## src/rtl/wordcount_cmd_sched.sv

```systemverilog
// Command scheduler for the word-count accelerator: queues host commands and
// dispatches them one at a time to the search/add or result-copy engine.
module wordcount_cmd_sched #(
  parameter int DEPTH = 4
) (
  input  logic        clk,
  input  logic        reset,
  input  logic        cmd_valid,
  output logic        cmd_ready,
  input  logic [31:0] cmd_op,
  input  logic [31:0] cmd_words,
  input  logic [63:0] cmd_offset,
  input  logic        engine_ready,
  output logic        sa_kick,
  input  logic        sa_busy,
  output logic [31:0] sa_num_of_words,
  output logic [63:0] sa_memory_offset,
  output logic        rc_kick,
  input  logic        rc_busy,
  output logic [31:0] rc_offset,
  output logic [31:0] rc_words,
  output logic [63:0] rc_memory_offset,
  output logic [1:0]  sel,
  output logic        busy,
  output logic        done,
  output logic [15:0] err_cnt,
  output logic [4:0]  pending
);

  localparam int AW = (DEPTH > 1) ? $clog2(DEPTH) : 1;
  localparam logic [4:0] FULL_CNT = 5'(DEPTH);

  localparam logic [2:0] S_INIT  = 3'd0;
  localparam logic [2:0] S_IDLE  = 3'd1;
  localparam logic [2:0] S_ISSUE = 3'd2;
  localparam logic [2:0] S_GUARD = 3'd3;
  localparam logic [2:0] S_RUN   = 3'd4;

  localparam logic [1:0] SEL_NONE = 2'd0;
  localparam logic [1:0] SEL_SA   = 2'd1;
  localparam logic [1:0] SEL_RC   = 2'd2;

  localparam logic [31:0] OP_SA = 32'd1;
  localparam logic [31:0] OP_RC = 32'd2;

  logic [2:0]    state;
  logic [31:0]   fifo_op     [DEPTH];
  logic [31:0]   fifo_words  [DEPTH];
  logic [63:0]   fifo_offset [DEPTH];
  logic [AW-1:0] wr_ptr;
  logic [AW-1:0] rd_ptr;
  logic [4:0]    count;
  logic          push;
  logic          pop;
  logic [31:0]   head_op;
  logic [31:0]   head_words;
  logic [63:0]   head_offset;
  logic [31:0]   cur_op;
  logic          cur_legal;
  logic          sel_busy;
  logic          run_done;

  assign cmd_ready   = (count != FULL_CNT);
  assign push        = cmd_valid && cmd_ready;
  assign pop         = (state == S_IDLE) && (count != 5'd0);
  assign pending     = count;
  assign head_op     = fifo_op[rd_ptr];
  assign head_words  = fifo_words[rd_ptr];
  assign head_offset = fifo_offset[rd_ptr];
  assign cur_legal   = (cur_op == OP_SA) || (cur_op == OP_RC);
  assign rc_offset   = 32'd0;

  // Only the engine that owns the accumulators can end the RUN phase.
  assign sel_busy = (sel == SEL_SA) ? sa_busy : rc_busy;
  assign run_done = (state == S_RUN) && !sel_busy;

  assign busy = (state == S_INIT) || (state != S_IDLE) || (count != 5'd0) ||
                sa_busy || rc_busy;

  always_ff @(posedge clk) begin
    if (push) begin
      fifo_op[wr_ptr]     <= cmd_op;
      fifo_words[wr_ptr]  <= cmd_words;
      fifo_offset[wr_ptr] <= cmd_offset;
    end
  end

  // Simultaneous push and pop leave the occupancy unchanged.
  always_ff @(posedge clk) begin
    if (reset) begin
      wr_ptr <= '0;
      rd_ptr <= '0;
      count  <= 5'd0;
    end else begin
      if (push) wr_ptr <= wr_ptr + 1'b1;
      if (pop)  rd_ptr <= rd_ptr + 1'b1;
      case ({push, pop})
        2'b10:   count <= count + 5'd1;
        2'b01:   count <= count - 5'd1;
        default: count <= count;
      endcase
    end
  end

  always_ff @(posedge clk) begin
    if (reset) begin
      state <= S_INIT;
    end else begin
      case (state)
        S_INIT:  if (engine_ready) state <= S_IDLE;
        S_IDLE:  if (count != 5'd0) state <= S_ISSUE;
        S_ISSUE: state <= cur_legal ? S_GUARD : S_IDLE;
        S_GUARD: state <= S_RUN;
        S_RUN:   if (run_done) state <= S_IDLE;
        default: state <= S_INIT;
      endcase
    end
  end

  // Kicks and engine parameters are loaded on the pop edge so they are
  // already registered while the FSM sits in ISSUE.
  always_ff @(posedge clk) begin
    if (reset) begin
      cur_op           <= 32'd0;
      sa_kick          <= 1'b0;
      rc_kick          <= 1'b0;
      sa_num_of_words  <= 32'd0;
      sa_memory_offset <= 64'd0;
      rc_words         <= 32'd0;
      rc_memory_offset <= 64'd0;
      sel              <= SEL_NONE;
      done             <= 1'b0;
      err_cnt          <= 16'd0;
    end else begin
      sa_kick <= 1'b0;
      rc_kick <= 1'b0;
      done    <= 1'b0;
      if (pop) begin
        cur_op <= head_op;
        if (head_op == OP_SA) begin
          sa_kick          <= 1'b1;
          sa_num_of_words  <= head_words;
          sa_memory_offset <= head_offset;
          sel              <= SEL_SA;
        end else if (head_op == OP_RC) begin
          rc_kick          <= 1'b1;
          rc_words         <= head_words;
          rc_memory_offset <= head_offset;
          sel              <= SEL_RC;
        end
      end
      if ((state == S_ISSUE) && !cur_legal && (err_cnt != 16'hFFFF)) begin
        err_cnt <= err_cnt + 16'd1;
      end
      if (run_done) begin
        done <= 1'b1;
        sel  <= SEL_NONE;
      end
    end
  end

endmodule

```

## config.mk

```make
export PLATFORM = sky130hd
export DESIGN_NAME = wordcount_cmd_sched
export DESIGN_NICKNAME = d
export VERILOG_FILES = /design/src/rtl/wordcount_cmd_sched.sv
export SDC_FILE = /design/constraint.sdc
export NUM_CORES = 1
export LEC_CHECK = 0
export CAP_MARGIN = 10
export CORE_ASPECT_RATIO = 0.6
export CORE_UTILIZATION = 49
export CTS_CLUSTER_SIZE = 20
export DETAILED_ROUTE_END_ITERATION = 12
export PLACE_DENSITY = 0.74
export SETUP_SLACK_MARGIN = 0.5
export SLEW_MARGIN = 20
export SYNTH_ARGS = -nofsm -noshare
export SYNTH_HDL_FRONTEND = slang
export SYNTH_SLANG_ARGS = --single-unit
export TNS_END_PERCENT = 1
```

## constraint.sdc

```tcl
create_clock -name clk -period 5 [get_ports clk]
set_input_delay 1.25 -clock clk [delete_from_list [all_inputs] [get_ports clk]]
set_output_delay 1.25 -clock clk [all_outputs]
set_load 0.005 [all_outputs]
```

==> results of run 1 <==
==> registers in the layout, indices dropped and copies added, names as in the netlist, 5 cells and up, named ones only <==
| name | flops |
|---|---|
| rc_words | 32 |
| fifo_op | 128 |
| cur_op | 32 |
| fifo_offset | 256 |
| pending | 5 |
| err_cnt | 16 |
| rc_memory_offset | 64 |
| sa_num_of_words | 32 |
| fifo_words | 128 |
| sa_memory_offset | 64 |
==> critical path: stages (launching register included) <==
cell and delay, ns:
dfxtp_1 0.41, nor4_1 0.60, nand2b_1 0.23, or4_1 0.51
clkdlybuf4s50_1 0.48
==> Yosys cell counts, types with 5 or more instances <==
cell / n
buf_4: 45
nor3_1: 6
mux2i_1: 196
nand2_1: 72
buf_6: 5
nand3_1: 7
nand4_1: 7
and2_1: 5
dfxtp_1: 259
o21ai_0: 5
ha_1: 8
nor4_1: 26
nand2b_1: 6
clkbuf_1: 65
nor2_1: 229
mux4_2: 128
inv_1: 9
xnor2_1: 16
buf_2: 6
edfxtp_1: 512
xor2_1: 7
a21oi_1: 40
==> layout by cell type (no fill, tap or decap), types with 4 or more instances in the layout <==
master           instances
mux4_2                 128
nand4_1                  7
nor2_1                 229
o21ai_0                  4
nand3_1                  7
bufinv_16               10
clkinv_1                 8
xor2_1                   7
a21oi_1                 40
conb_1                  32
edfxtp_1               512
nor3b_1                  4
clkinv_2                16
nor3_1                   5
buf_12                  12
inv_1                    9
clkbuf_16               71
clkdlybuf4s50_1        352
ha_1                     8
mux2i_1                196
clkbuf_8                 6
nor4_1                  25
nand2_1                 72
clkbuf_1                 8
dfxtp_1                257
buf_4                   12
clkinvlp_4               4
xnor2_1                 16
nand2b_1                 6
and2_4                   4
==> worst paths after layout <==
kind,startpoint,endpoint,cells past startpoint
worst min register to register,cur_op[15],cur_op[15],2
worst min-delay path,cur_op[15],cur_op[15],2
worst max register to register,register,rc_memory_offset[59],7
worst max-delay path,pending[1],busy,4
==> per-layer routing <==
metal	up-vias	part of all wire (%)	GRT usage (%)
met5	-	0	0
met4	0	1.5	4.95
met3	70	5.9	4.52
met2	443	48	32.9
met1	7905	44	28.1
li1	7014	-	-
==> power by group <==
| part | internal (mW) | switching, mW | leakage [nW] |
|---|---|---|---|
| logic | 0.917 | 1.09 | 3.23 |
| clock network | 3.22 | 2.29 | 1.17 |
| registers | 7.28 | 0.209 | 6.79 |
| total | 11.4 | 3.59 | 11.2 |
==> area by class of cell <==
| cell class | instances | area share, % |
|---|---|---|
| Antenna cell | 2 | 0.0143 |
| Clock inverter | 44 | 1.44 |
| Clock buffer | 84 | 5.36 |
| Multi-Input combinational cell | 818 | 20.6 |
| Tap cell | 759 | 2.71 |
| Sequential cell | 771 | 58.7 |
| Inverter | 10 | 0.107 |
| Timing Repair Buffer | 377 | 11.0 |
==> cells by family (layout without fill, tap and decap cells) <==
family	count (synthesis)	count (layout)
muxes	325	325
DFF	771	771
and+or+nand+nor	377	377
adders and majority gates	8	8
other	1	34
AOI/OAI and AO/OA	53	53
buffers and inverters	135	515
xor gates and xnor gates	23	23
==> impl_metrics.tcl, run 1 <==
set metrics [dict create \
    cts_hold_buffers 0 \
    cts_buffer_depth 3 \
    first_global_vias 15900 \
    area.growth.synth_to_final_pct 23.4 \
    die_w_um 313 \
    syn_inst 1693 \
    wl_per_cell_um 20.9 \
    drc 0 \
    die_h_um 188 \
    grt_max_degree 113 \
    ir_drop_uv 388 \
    synth-simple-area-share_pct 5.67 \
    fmax_mhz 245 \
    slew_violations 0 \
    synthArstFlopShare_pct 0 \
    drv_cap 0 \
    synth_flop_cell "edfxtp_1" \
    synth_top_family_by_area "multiplexers" \
    start_kind "register" \
    routed_via_density 5.39 \
    ys_top_cells_by_area "edfxtp_1, dfxtp_1, mux4_2" \
    post_cts_buffers 0 \
    place_ws_ns 0.654 \
    clk_pin_slew_worst_paths_ns 0.06 \
    clkLatencyLatePin_ns 0.61 \
    fillers 4028 \
    drt-initial-drc-count 1099 \
    slew_headroom_pct 41.6 \
    endpoint_kind "output pin" \
    gp_congestion 0.797 \
    ys_ff_latch 771 \
    finClkSkew_ns 0.0308 \
    dpl_cell_area_sq_um 32600 \
    drive_above_1_share_pct 13.2 \
    tightest_slew_ns 0.876 \
    grt-ovfl-total 0 \
    multiInputGateArea_sq_um 7210 \
    post-route-util_pct 62.0 \
    die_area_sq_um 58900 \
    rrSetupSlack_ns 1.00 \
    num_rows 67 \
    synth_xor_area_share_pct 0.710 \
    yosysTopAreaCell "edfxtp_1" \
    hpwlAfterDp_mm 37.7 \
    setup_violations 0 \
    worstPathRequired_ns 3.75 \
    root_buffer "clkbuf_16" \
    muxShareOfSynthArea_pct 17.1 \
    dr_total_vias 15400 \
    cts_made_buffers 70 \
    synth_edf_count 512 \
    post-route-min-period_ns 4.08 \
    cts_tree "yes" \
    seq_area_frac_synth_pct 72.4 \
    synthAdderAreaFrac_pct 0.353 \
    start_util_pct 50.2 \
    cts_resized 0 \
    yosysUniqueCellTypes 42 \
    final_hold_viol_count 0 \
    leakage_nw 11.2 \
    finalNonFillerCells 2865 \
    core_area_sq_um 56500 \
    fin_hold_ws_ns 0.461 \
    rsz0062_at_grt "no" \
    io_pins 386 \
    register_area_sq_um 20600 \
    postSynthAreaPerCell_sq_um 16.8 \
    synth_area_sq_um 28400 \
    finalCritPeriodShare_pct 81.7 \
    htreeDepth 3 \
    cp_data_arrival_time_ns 2.83 \
    num-nets-final 2190 \
    cts.sinks 771 \
    grt_pass1_wl_mm 92.3 \
    finalSetupTns_ns 0 \
    grt_util_all_layers_pct 20.3 \
    yosysWarnings 0 \
    port_buffers 353 \
    synth_top_area_share_pct 54.2 \
    hold_path_class "register to register" \
    critical_path_class "register to output pin" \
    outcome "complete, no violations" \
    critPathMaxFanout 9 \
    fin_area_sq_um 35000 \
    antenna_found_initial 2 \
    synth_compound_area_share_pct 1.00 \
    total_power_mw 15.0 \
    postLayoutSetupSlackWorst_ns 0.916 \
    drtPass1Iterations 6 \
    power.density_nw_per_um2 428 \
    place_inst 2735 \
    final_antenna_net_count 0 \
    drt_wl_total_mm 59.8 \
]
No activity file was read; power rests on OpenSTA's default activity.
==> inputs of run 2 (changes only) <==
- clock period: 5 -> 3.5 ns (I/O delays scaled with it)
==> run 2 against run 1 <==
  * First-iteration DRC count grew 2.2%
  * Worst hold slack got worse by 0.0028 ns
  * Worst setup slack lost 0.49 ns
  * Power rose by 43%
  * Non-clock buffer count increased by 52
  * Clock-buffer cell count grew 21
  * Combinational power grew 61%
  * Design area grew 2.0%
==> impl_metrics.tcl, run 2 (same netlist as run 1, synthesis figures left out) <==
set metrics [dict create \
    setup_violations 0 \
    root_buffer "clkbuf_16" \
    hold_path_class "register to register" \
    num_rows 67 \
    clk_pin_slew_worst_paths_ns 0.07 \
    core_area_sq_um 56500 \
    start_kind "register" \
    outcome "complete, no violations" \
    cp_data_arrival_time_ns 3.55 \
    met1_usage_pct 29.1 \
    post-route-min-period_ns 3.07 \
    area.growth.synth_to_final_pct 25.8 \
    start_util_pct 50.2 \
    num-nets-final 2241 \
    clkLatencyLatePin_ns 0.62 \
    critical_path_class "register to register" \
    critPathMaxFanout 15 \
    grt.met3_usage_pct 5.51 \
    finalCritPeriodShare_pct 87.8 \
    grt-ovfl-total 0 \
    multiInputGateArea_sq_um 7320 \
    final_common_cell "edfxtp_1" \
    drc 0 \
    port_buffers 353 \
    total_power_mw 21.5 \
    die_area_sq_um 58900 \
    htreeDepth 3 \
    final_antenna_net_count 0 \
    endpoint_kind "register" \
    final_hold_viol_count 0 \
    top_regs "fifo_offset: 256 flops, fifo_op: 128 flops, fifo_words: 128 flops" \
    dr_total_vias 15700 \
    drt_wl_total_mm 63.4 \
    antenna_found_initial 5 \
    place_ws_ns -0.151 \
    worstPathRequired_ns 3.98 \
    rsz0062_at_grt "yes" \
    hpwlAfterDp_mm 39.4 \
    largest_register "fifo_offset" \
    use_met2_pct 33.9 \
    io_pins 386 \
    power.density_nw_per_um2 601 \
    cts.sinks 771 \
    tightest_slew_ns 1.13 \
    slew_violations 0 \
    finClkSkew_ns 0.0274 \
    routed_via_density 5.38 \
    fin_hold_ws_ns 0.458 \
    fillers 3946 \
    wl_per_cell_um 21.7 \
    postLayoutSetupSlackWorst_ns 0.429 \
    drv_cap 0 \
    grt_util_all_layers_pct 21.3 \
    drive_above_1_share_pct 15.4 \
    first_global_vias 16100 \
    slew_headroom_pct 24.3 \
    die_h_um 188 \
    fmax_mhz 326 \
    leakage_nw 11.5 \
    drt-initial-drc-count 1123 \
    largest_register_ff_count 256 \
    grt_pass1_wl_mm 95.3 \
    cts_buffer_depth 3 \
    gp_congestion 0.789 \
    cts_made_buffers 69 \
    die_w_um 313 \
    busiest_layer "met2" \
    register_area_sq_um 20600 \
    ir_drop_uv 466 \
    cts_tree "yes" \
    drtPass1Iterations 5 \
    grt_max_degree 95 \
    final_cell_mix "edfxtp_1, clkdlybuf4s50_1, dfxtp_1" \
]
==> run 2: changes by cell type in the layout (fill, tap and decap cells not counted), sizes merged <==
cell / previous run / this run
inv: 13 / 14
dlygate4sd2: 0 / 1
clkbuf: 85 / 110
bufinv: 10 / 3
buf: 24 / 72
diode: 2 / 3
clkdlybuf4s50: 352 / 351
clkinvlp: 4 / 0
clkinv: 27 / 15
==> run 2: worst paths after layout <==
kind / start / end / slack [ns] / cells after the start
max: register / rc_memory_offset[21] / 0.43 / 11
min: cur_op[28] / cur_op[28] / 0.46 / 2
max reg2reg: register / rc_memory_offset[21] / 0.43 / 11
min reg2reg: cur_op[28] / cur_op[28] / 0.46 / 2
==> run 2: critical path, cell delays in order, from the launching register on <==
cell and delay [ns]:
dfxtp_4 0.41, buf_16 0.19, mux4_2 0.60, nor4_2 0.29, nand4_1 0.12, buf_4 0.18
nor4b_4 0.37, buf_4 0.19, buf_2 0.17, buf_4 0.13, mux2i_1 0.22, nor2_1 0.06
==> run 2: power breakdown <==
part,leakage [nW],switching [mW],internal [mW]
sequential,6.79,0.223,10.4
combinational,3.62,1.71,1.50
clock,1.12,3.29,4.35
==> run 2: repair_timing <==
action,4_1_cts,5_1_grt
setup buffers,3,12
gates cloned,2,5
endpoints found under the setup margin,198,198
hold buffers,0,0
pin swaps,4,5
gates resized for setup,22,18
==> run 2: cell type report <==
cell class	count	share of cell area, %
diodes	3	0.0210
clock buffers	105	5.80
clock inverters	22	0.606
inverters	10	0.105
multi-input cells	818	20.5
flip-flops and latches	771	57.6
well taps	759	2.66
repair buffers	429	12.7
==> run 2: metal layers <==
layer  up-vias  routed length (um)
li1       7132                   -
met1      7961               27700
met2       496               30200
met3        97                4350
met4         4                1240
met5         -                  15
==> run 2: through the flow <==
step | instances | TNS [ns] | area [sq um] | util [%]
after floorplan | 1724 | 0 | 28500 | -
after global placement | 2765 | -0.0765 | 32900 | 58.3
after detailed placement | 2765 | -0.151 | 32900 | 58.3
after CTS | 2897 | 0 | 35400 | 62.7
after global routing | 2915 | 0 | 35700 | 63.2
final | 2917 | 0 | 35700 | 63.2
